**src/rtl/sdram_arbiter.sv**
```systemverilog
// Purpose: share one 16-bit SDRAM port between audio (32-bit reads), a SPART
//          stream buffer (16-bit writes) and the CPU (32-bit reads/writes).
// Latency: grant at edge t, first command from t+1; done pulses in the DONE cycle.
// Backpressure: waitrequest freezes the command bus; SPART input is a one-entry
//          pending register, and an overwritten word raises sticky spart_overflow.
//
// Ports:
//   clk, rst_n                   clock, async active-low reset
//   cpu_op/addr/wdata/rdata/done CPU request (held until cpu_done), read result
//   audio_rd/addr/rdata/done     audio 32-bit read request and result
//   spart_wr/data/overflow       SPART append pulse, data word, sticky overflow
//   busy                         current owner: 00 free, 01 cpu, 10 spart, 11 audio
//   address..waitrequest         Avalon-style SDRAM master port
module sdram_arbiter #(
    parameter int ADDR_W      = 25,
    parameter int SPART_BASE  = 0,
    parameter int SPART_DEPTH = 1048576
) (
    input  logic              clk,
    input  logic              rst_n,
    input  logic [1:0]        cpu_op,
    input  logic [ADDR_W-1:0] cpu_addr,
    input  logic [31:0]       cpu_wdata,
    output logic [31:0]       cpu_rdata,
    output logic              cpu_done,
    input  logic              audio_rd,
    input  logic [ADDR_W-1:0] audio_addr,
    output logic [31:0]       audio_rdata,
    output logic              audio_done,
    input  logic              spart_wr,
    input  logic [15:0]       spart_data,
    output logic              spart_overflow,
    output logic [1:0]        busy,
    output logic [ADDR_W-1:0] address,
    output logic [1:0]        byteenable_n,
    output logic              chipselect,
    output logic [15:0]       writedata,
    output logic              read_n,
    output logic              write_n,
    input  logic [15:0]       readdata,
    input  logic              readdatavalid,
    input  logic              waitrequest
);

    localparam int CNT_W = (SPART_DEPTH > 1) ? $clog2(SPART_DEPTH) : 1;

    localparam logic [1:0] OWN_FREE  = 2'b00;
    localparam logic [1:0] OWN_CPU   = 2'b01;
    localparam logic [1:0] OWN_SPART = 2'b10;
    localparam logic [1:0] OWN_AUDIO = 2'b11;

    typedef enum logic [2:0] {IDLE, LOW, HIGH, RDWAIT, DONE} state_t;

    state_t             state, state_nxt;
    logic [ADDR_W-1:0]  hi_addr;
    logic [15:0]        hi_data;
    logic               is_rd;
    logic [31:0]        rbuf, rbuf_nxt;
    logic [1:0]         rcnt, rcnt_nxt;
    logic [CNT_W-1:0]   spart_cnt;
    logic               pend_vld;
    logic [15:0]        pend_dat;

    logic               acc;
    logic               rd_take;
    logic               cpu_rd, cpu_wr;
    logic               grant_audio, grant_spart, grant_cpu;
    logic               pend_take;
    logic [ADDR_W-1:0]  spart_addr;

    assign byteenable_n = 2'b00;
    assign chipselect   = 1'b1;

    // A beat is accepted on any edge where a command is on the bus and the
    // SDRAM is not stalling.
    assign acc     = (~read_n | ~write_n) & ~waitrequest;
    assign rd_take = readdatavalid & ((state == LOW) | (state == HIGH) | (state == RDWAIT));

    assign cpu_rd = (cpu_op == 2'b01);
    assign cpu_wr = (cpu_op == 2'b10);

    // Fixed priority: audio > spart pending > cpu, evaluated in IDLE only.
    assign grant_audio = (state == IDLE) & audio_rd;
    assign grant_spart = (state == IDLE) & ~audio_rd & pend_vld;
    assign grant_cpu   = (state == IDLE) & ~audio_rd & ~pend_vld & (cpu_rd | cpu_wr);
    assign pend_take   = grant_spart;

    assign spart_addr = ADDR_W'(SPART_BASE) + ADDR_W'(spart_cnt);

    assign cpu_done   = (state == DONE) & (busy == OWN_CPU);
    assign audio_done = (state == DONE) & (busy == OWN_AUDIO);

    // Read-return collection: first word to [15:0], second to [31:16].
    always_comb begin
        rbuf_nxt = rbuf;
        rcnt_nxt = rcnt;
        if (state == IDLE) begin
            rcnt_nxt = 2'd0;
        end else if (rd_take && rcnt != 2'd2) begin
            if (rcnt == 2'd0) begin
                rbuf_nxt[15:0] = readdata;
            end else begin
                rbuf_nxt[31:16] = readdata;
            end
            rcnt_nxt = rcnt + 2'd1;
        end
    end

    always_comb begin
        state_nxt = state;
        case (state)
            IDLE:    if (grant_audio | grant_spart | grant_cpu) state_nxt = LOW;
            LOW:     if (acc) state_nxt = (busy == OWN_SPART) ? DONE : HIGH;
            HIGH:    if (acc) state_nxt = is_rd ? RDWAIT : DONE;
            RDWAIT:  if (rcnt_nxt == 2'd2) state_nxt = DONE;
            DONE:    state_nxt = IDLE;
            default: state_nxt = IDLE;
        endcase
    end

    always_ff @(posedge clk or negedge rst_n) begin
        if (!rst_n) begin
            state <= IDLE;
        end else begin
            state <= state_nxt;
        end
    end

    always_ff @(posedge clk or negedge rst_n) begin
        if (!rst_n) begin
            busy        <= OWN_FREE;
            address     <= '0;
            writedata   <= '0;
            read_n      <= 1'b1;
            write_n     <= 1'b1;
            hi_addr     <= '0;
            hi_data     <= '0;
            is_rd       <= 1'b0;
            rbuf        <= '0;
            rcnt        <= '0;
            cpu_rdata   <= '0;
            audio_rdata <= '0;
            spart_cnt   <= '0;
        end else begin
            rbuf <= rbuf_nxt;
            rcnt <= rcnt_nxt;
            case (state)
                IDLE: begin
                    if (grant_audio) begin
                        busy    <= OWN_AUDIO;
                        address <= audio_addr;
                        hi_addr <= audio_addr + ADDR_W'(1);
                        read_n  <= 1'b0;
                        is_rd   <= 1'b1;
                    end else if (grant_spart) begin
                        busy      <= OWN_SPART;
                        address   <= spart_addr;
                        writedata <= pend_dat;
                        write_n   <= 1'b0;
                        is_rd     <= 1'b0;
                    end else if (grant_cpu) begin
                        busy      <= OWN_CPU;
                        address   <= cpu_addr;
                        hi_addr   <= cpu_addr + ADDR_W'(1);
                        writedata <= cpu_wdata[15:0];
                        hi_data   <= cpu_wdata[31:16];
                        read_n    <= ~cpu_rd;
                        write_n   <= ~cpu_wr;
                        is_rd     <= cpu_rd;
                    end
                end
                LOW: begin
                    if (acc) begin
                        if (busy == OWN_SPART) begin
                            write_n   <= 1'b1;
                            spart_cnt <= (spart_cnt == CNT_W'(SPART_DEPTH - 1)) ?
                                         '0 : spart_cnt + CNT_W'(1);
                        end else begin
                            address   <= hi_addr;
                            writedata <= hi_data;
                        end
                    end
                end
                HIGH: begin
                    if (acc) begin
                        read_n  <= 1'b1;
                        write_n <= 1'b1;
                    end
                end
                RDWAIT: begin
                    if (state_nxt == DONE) begin
                        if (busy == OWN_AUDIO) begin
                            audio_rdata <= rbuf_nxt;
                        end else begin
                            cpu_rdata <= rbuf_nxt;
                        end
                    end
                end
                DONE: begin
                    busy <= OWN_FREE;
                end
                default: begin
                    busy <= OWN_FREE;
                end
            endcase
        end
    end

    // One-entry SPART holding register; capture runs in every state. Overflow
    // only when a valid word is overwritten without being granted that edge.
    always_ff @(posedge clk or negedge rst_n) begin
        if (!rst_n) begin
            pend_vld       <= 1'b0;
            pend_dat       <= '0;
            spart_overflow <= 1'b0;
        end else begin
            if (spart_wr) begin
                pend_vld <= 1'b1;
                pend_dat <= spart_data;
                if (pend_vld && !pend_take) begin
                    spart_overflow <= 1'b1;
                end
            end else if (pend_take) begin
                pend_vld <= 1'b0;
            end
        end
    end

endmodule

```
**config.mk**
```make
export PLATFORM = sky130hd
export DESIGN_NAME = sdram_arbiter
export DESIGN_NICKNAME = d
export VERILOG_FILES = /design/src/rtl/sdram_arbiter.sv
export SDC_FILE = /design/constraint.sdc
export NUM_CORES = 1
export LEC_CHECK = 0
export BUFFER_PORTS_ARGS = -buffer_cell sky130_fd_sc_hd__buf_2
export CORE_MARGIN = 3
export CORE_UTILIZATION = 59
export CTS_BUF_LIST = sky130_fd_sc_hd__clkbuf_4 sky130_fd_sc_hd__clkbuf_8 sky130_fd_sc_hd__clkbuf_16
export DETAILED_ROUTE_END_ITERATION = 7
export PLACE_DENSITY = 0.86
export RECOVER_POWER = 100
export SETUP_SLACK_MARGIN = 0.02
export SYNTH_ARGS = -nofsm -noshare
export SYNTH_HDL_FRONTEND = slang
export SYNTH_SLANG_ARGS = --single-unit
```
**constraint.sdc**
```tcl
create_clock -name clk -period 9.6 [get_ports clk]
set_input_delay 0.96 -clock clk [delete_from_list [all_inputs] [get_ports clk]]
set_output_delay 0.96 -clock clk [all_outputs]
set_load 0.005 [all_outputs]
```
==> Flow_metrics.wiki <==
{| class="wikitable"
! Metric !! Value
|-
| Total global routing overflow || 0
|-
| DR iter-0 viols || 882
|-
| Total detailed-routing wirelength || 28200 µm
|-
| Mean area per synthesized cell || 10.3 µm²
|-
| Least-Margin Pin Slew || 4020 ps
|-
| Row Count || 48
|-
| Core Footprint || 17600 µm²
|-
| Unique masters post-synth || 67
|-
| Total placed cells including tap cells || 1459
|-
| CP max stage delay || 1970 ps
|-
| Register clock-pin slew on the reported worst setup and hold paths || 60 ps
|-
| Area added between synthesis and finish || 18.0%
|-
| Global-route usage over all layers || 27.9%
|-
| Element type at the critical path end || flip-flop
|-
| Worst path buffer plus inverter count || 1
|-
| Hold Slack || 481 ps
|-
| Sum Neg Setup Slack || 0 ps
|-
| Pin count of the biggest net entering global routing || 78
|-
| Nature of the critical path startpoint || flip-flop
|-
| Most instantiated flip-flop cell in the synthesis netlist || sky130_fd_sc_hd__dfrtp_1
|-
| DIE AREA || 20000 µm²
|-
| Sequential cell area fraction in the yosys report || 52.3%
|-
| Unrepaired setup endpoints after global routing || no
|-
| Count of pins on the block boundary || 237
|-
| Minimum period implied by the final worst setup slack || 4520 ps
|-
| Fraction of final layout cells with drive strength greater than 1 || 22.0%
|-
| Max Root-Sink Buffers || 3
|-
| Number of gates resized after cts || 0
|-
| Total setup buffers inserted after CTS || 0
|-
| Critical path arrival || 4930 ps
|-
| Type of the setup path with the least slack || flip-flop to flip-flop
|-
| Vias/cell || 5.96
|-
| Input/output buffers || 233
|-
| DRC violation count after routing || 0
|-
| Max-slew violation count || 299
|-
| # Max-Cap Violations || 6
|-
| Crit Path Max Fanout || 64
|-
| Outcome || finished, violations left
|-
| Failing checks || capacitance limit, slew limit
|-
| Leading cell type in the layout, fill and taps excluded || sky130_fd_sc_hd__dfrtp_1
|-
| Buffer type at the clock tree root || sky130_fd_sc_hd__clkbuf_16
|-
| Setup violations, final || 0
|-
| Routed length per instance || 18.8 µm
|-
| Post-layout total power || 0.00396 W
|-
| Top cells by area, synth || sky130_fd_sc_hd__dfrtp_1, sky130_fd_sc_hd__mux2_2, sky130_fd_sc_hd__mux2i_1
|-
| Synthesis Warnings || 0
|-
| Slew HR || -168%
|-
| Wire length of the first global-routing pass || 45600 µm
|-
| Initial Utilization || 61.5%
|-
| Clock Skews || 13.9 ps
|-
| Worst vdd ir || 223 µV
|-
| Top delay family on crit path || buffers and inverters
|-
| Filler cell count || 1335
|-
| CTS tree || done
|-
| Required time at the endpoint of the critical path || 10010 ps
|-
| Via total after detailed routing || 8949
|-
| Slowest stage cell, crit path || sky130_fd_sc_hd__clkbuf_1
|-
| Synth Instances || 1051
|-
| Leading cell types in the layout, fill and taps excluded || sky130_fd_sc_hd__dfrtp_1, sky130_fd_sc_hd__buf_2, sky130_fd_sc_hd__nor2_1
|-
| Count of flip-flops with a built-in enable after synthesis || 0
|-
| Non-filler cells in the finished layout || 1501
|-
| Crit share post-route || 47.1%
|-
| Inserted Clock Buffers || 24
|-
| Ant diodes || 0
|-
| Setup slack on the worst flop-to-flop path || 5080 ps
|-
| Final standard cell area without fillers || 12800 µm²
|-
| Class of the worst hold path || flip-flop to flip-flop
|-
| Share of Yosys cell area claimed by the top area cell type || 51.8%
|-
| Die width || 141 µm
|-
| Vertical die dimension || 141 µm
|-
| Source-to-sink clock delay at the later pin of the worst-skew pair || 510 ps
|-
| Highest clock rate || 0.221 GHz
|-
| Library cell with the largest summed area after synthesis || sky130_fd_sc_hd__dfrtp_1
|-
| Net count, final || 1388
|-
| Post-synth ARST share || 100%
|-
| H-tree lvl count || 1
|-
| Hold bufs inserted after CTS || 0
|-
| Number of antenna violations at the first check in global routing || 0
|-
| Register bit total from synthesis || 226
|-
| Vias in the first global route || 8999
|-
| Total iterations of the first detailed-routing run || 7
|-
| Antenna Nets Post-Route || 0
|-
| Ordered cell list for the critical path || or3b_1 > or4b_1 > a221oi_4 > clkbuf_1 > nor2_1 > a21oi_1
|-
| Placer's final routability congestion estimate || 0.891
|-
| Static Leakage || 5.96 nW
|-
| DP Area || 12100 µm²
|-
| Syn Std Cell Area || 10800 µm²
|-
| Ratio of total power to cell area || 310 nW/µm²
|-
| Hold Violations, Final || 0
|-
| Clock net sink count || 226
|-
| DP HPWL || 19400 µm
|}
[path summary, 6_finish.rpt]
path,from,to,cells past startpoint
setup / recovery,state[2],cpu_rdata[5],6
hold / removal,hi_addr[21],hi_addr[21],2
setup reg to reg,state[2],cpu_rdata[5],6
hold reg to reg,hi_addr[21],hi_addr[21],2
max in group asynchronous,rst_n,rbuf[10],2
min in group asynchronous,rst_n,hi_addr[19],1
[flip-flops by register name, summed over array words and instances (netlist names), 2 cells and up]
name,count
rbuf,32
spart_cnt,20
address,25
writedata,16
hi_data,16
hi_addr,25
rcnt,2
busy,2
state,3
cpu_rdata,32
audio_rdata,32
pend_dat,16
[cells in the mapped netlist, types with 3 or more instances]
cell,count
sky130_fd_sc_hd__xnor2_1,22
sky130_fd_sc_hd__buf_1,5
sky130_fd_sc_hd__a31oi_1,16
sky130_fd_sc_hd__o21ai_0,41
sky130_fd_sc_hd__o211ai_1,8
sky130_fd_sc_hd__mux2i_1,65
sky130_fd_sc_hd__nor2_1,115
sky130_fd_sc_hd__o31ai_1,8
sky130_fd_sc_hd__nand3_1,29
sky130_fd_sc_hd__nand4_1,9
sky130_fd_sc_hd__a222oi_1,8
sky130_fd_sc_hd__o221ai_1,3
sky130_fd_sc_hd__a21o_1,4
sky130_fd_sc_hd__a21oi_1,90
sky130_fd_sc_hd__xor2_1,9
sky130_fd_sc_hd__inv_1,42
sky130_fd_sc_hd__and3_1,8
sky130_fd_sc_hd__clkbuf_1,28
sky130_fd_sc_hd__and4_1,5
sky130_fd_sc_hd__nand2_1,99
sky130_fd_sc_hd__ha_1,6
sky130_fd_sc_hd__nor3_1,20
sky130_fd_sc_hd__buf_2,22
sky130_fd_sc_hd__a22oi_1,3
sky130_fd_sc_hd__nor3b_1,3
sky130_fd_sc_hd__and2_1,11
sky130_fd_sc_hd__nor3_2,3
sky130_fd_sc_hd__nor4_2,3
sky130_fd_sc_hd__or3b_1,3
sky130_fd_sc_hd__buf_4,6
sky130_fd_sc_hd__nor4_1,8
sky130_fd_sc_hd__o31a_1,6
sky130_fd_sc_hd__mux2_2,63
sky130_fd_sc_hd__dfrtp_1,224
sky130_fd_sc_hd__a221oi_1,12
[layer usage]
layer | global-route usage, % | wire length, µm
met5 | 0 | 0
met2 | 44.7 | 13100
met3 | 5.49 | 2460
met1 | 37.8 | 11400
met4 | 11.1 | 1210
[report_power, final]
| part | switching [W] | total, W | internal, W |
|---|---|---|---|
| combinational | 0.000853 | 0.00147 | 0.000618 |
| sequential | 0.000224 | 0.00155 | 0.00133 |
| clock | 0.000371 | 0.000941 | 0.000570 |
[stage by stage]
stage	setup slack, ps	util [%]
6_report	5080	72.6
5_1_grt	4410	72.6
4_1_cts	6180	73.5
3_5_place_dp	5630	68.9
3_3_place_gp	5700	68.9
2_1_floorplan	5940	-
[final cells by class]
type	instances	area [µm²]	share of cell area [%]
inverters	42	158	1.23
well taps	225	282	2.20
repair buffers	244	1130	8.85
flip-flops and latches	226	5660	44.3
multi-input cells	722	4730	37.0
clock buffers	35	714	5.59
clock inverters	7	98.8	0.774
[worst min-delay path, cell delays in order, from the launching register on]
cell and delay (ps):
sky130_fd_sc_hd__dfrtp_1 340, sky130_fd_sc_hd__nand2_1 50, sky130_fd_sc_hd__nand3_1 60
[logic make-up after synthesis]
group                      synth area share [%]
AOI/OAI and AO/OA                          13.1
muxes                                      12.8
buffers and inverters                      4.14
and+or+nand+nor                            14.4
other                                    0.0694
adders and majority gates                 0.694
DFF                                        52.3
xor gates and xnor gates                   2.51
(Power assumes the default switching activity.)
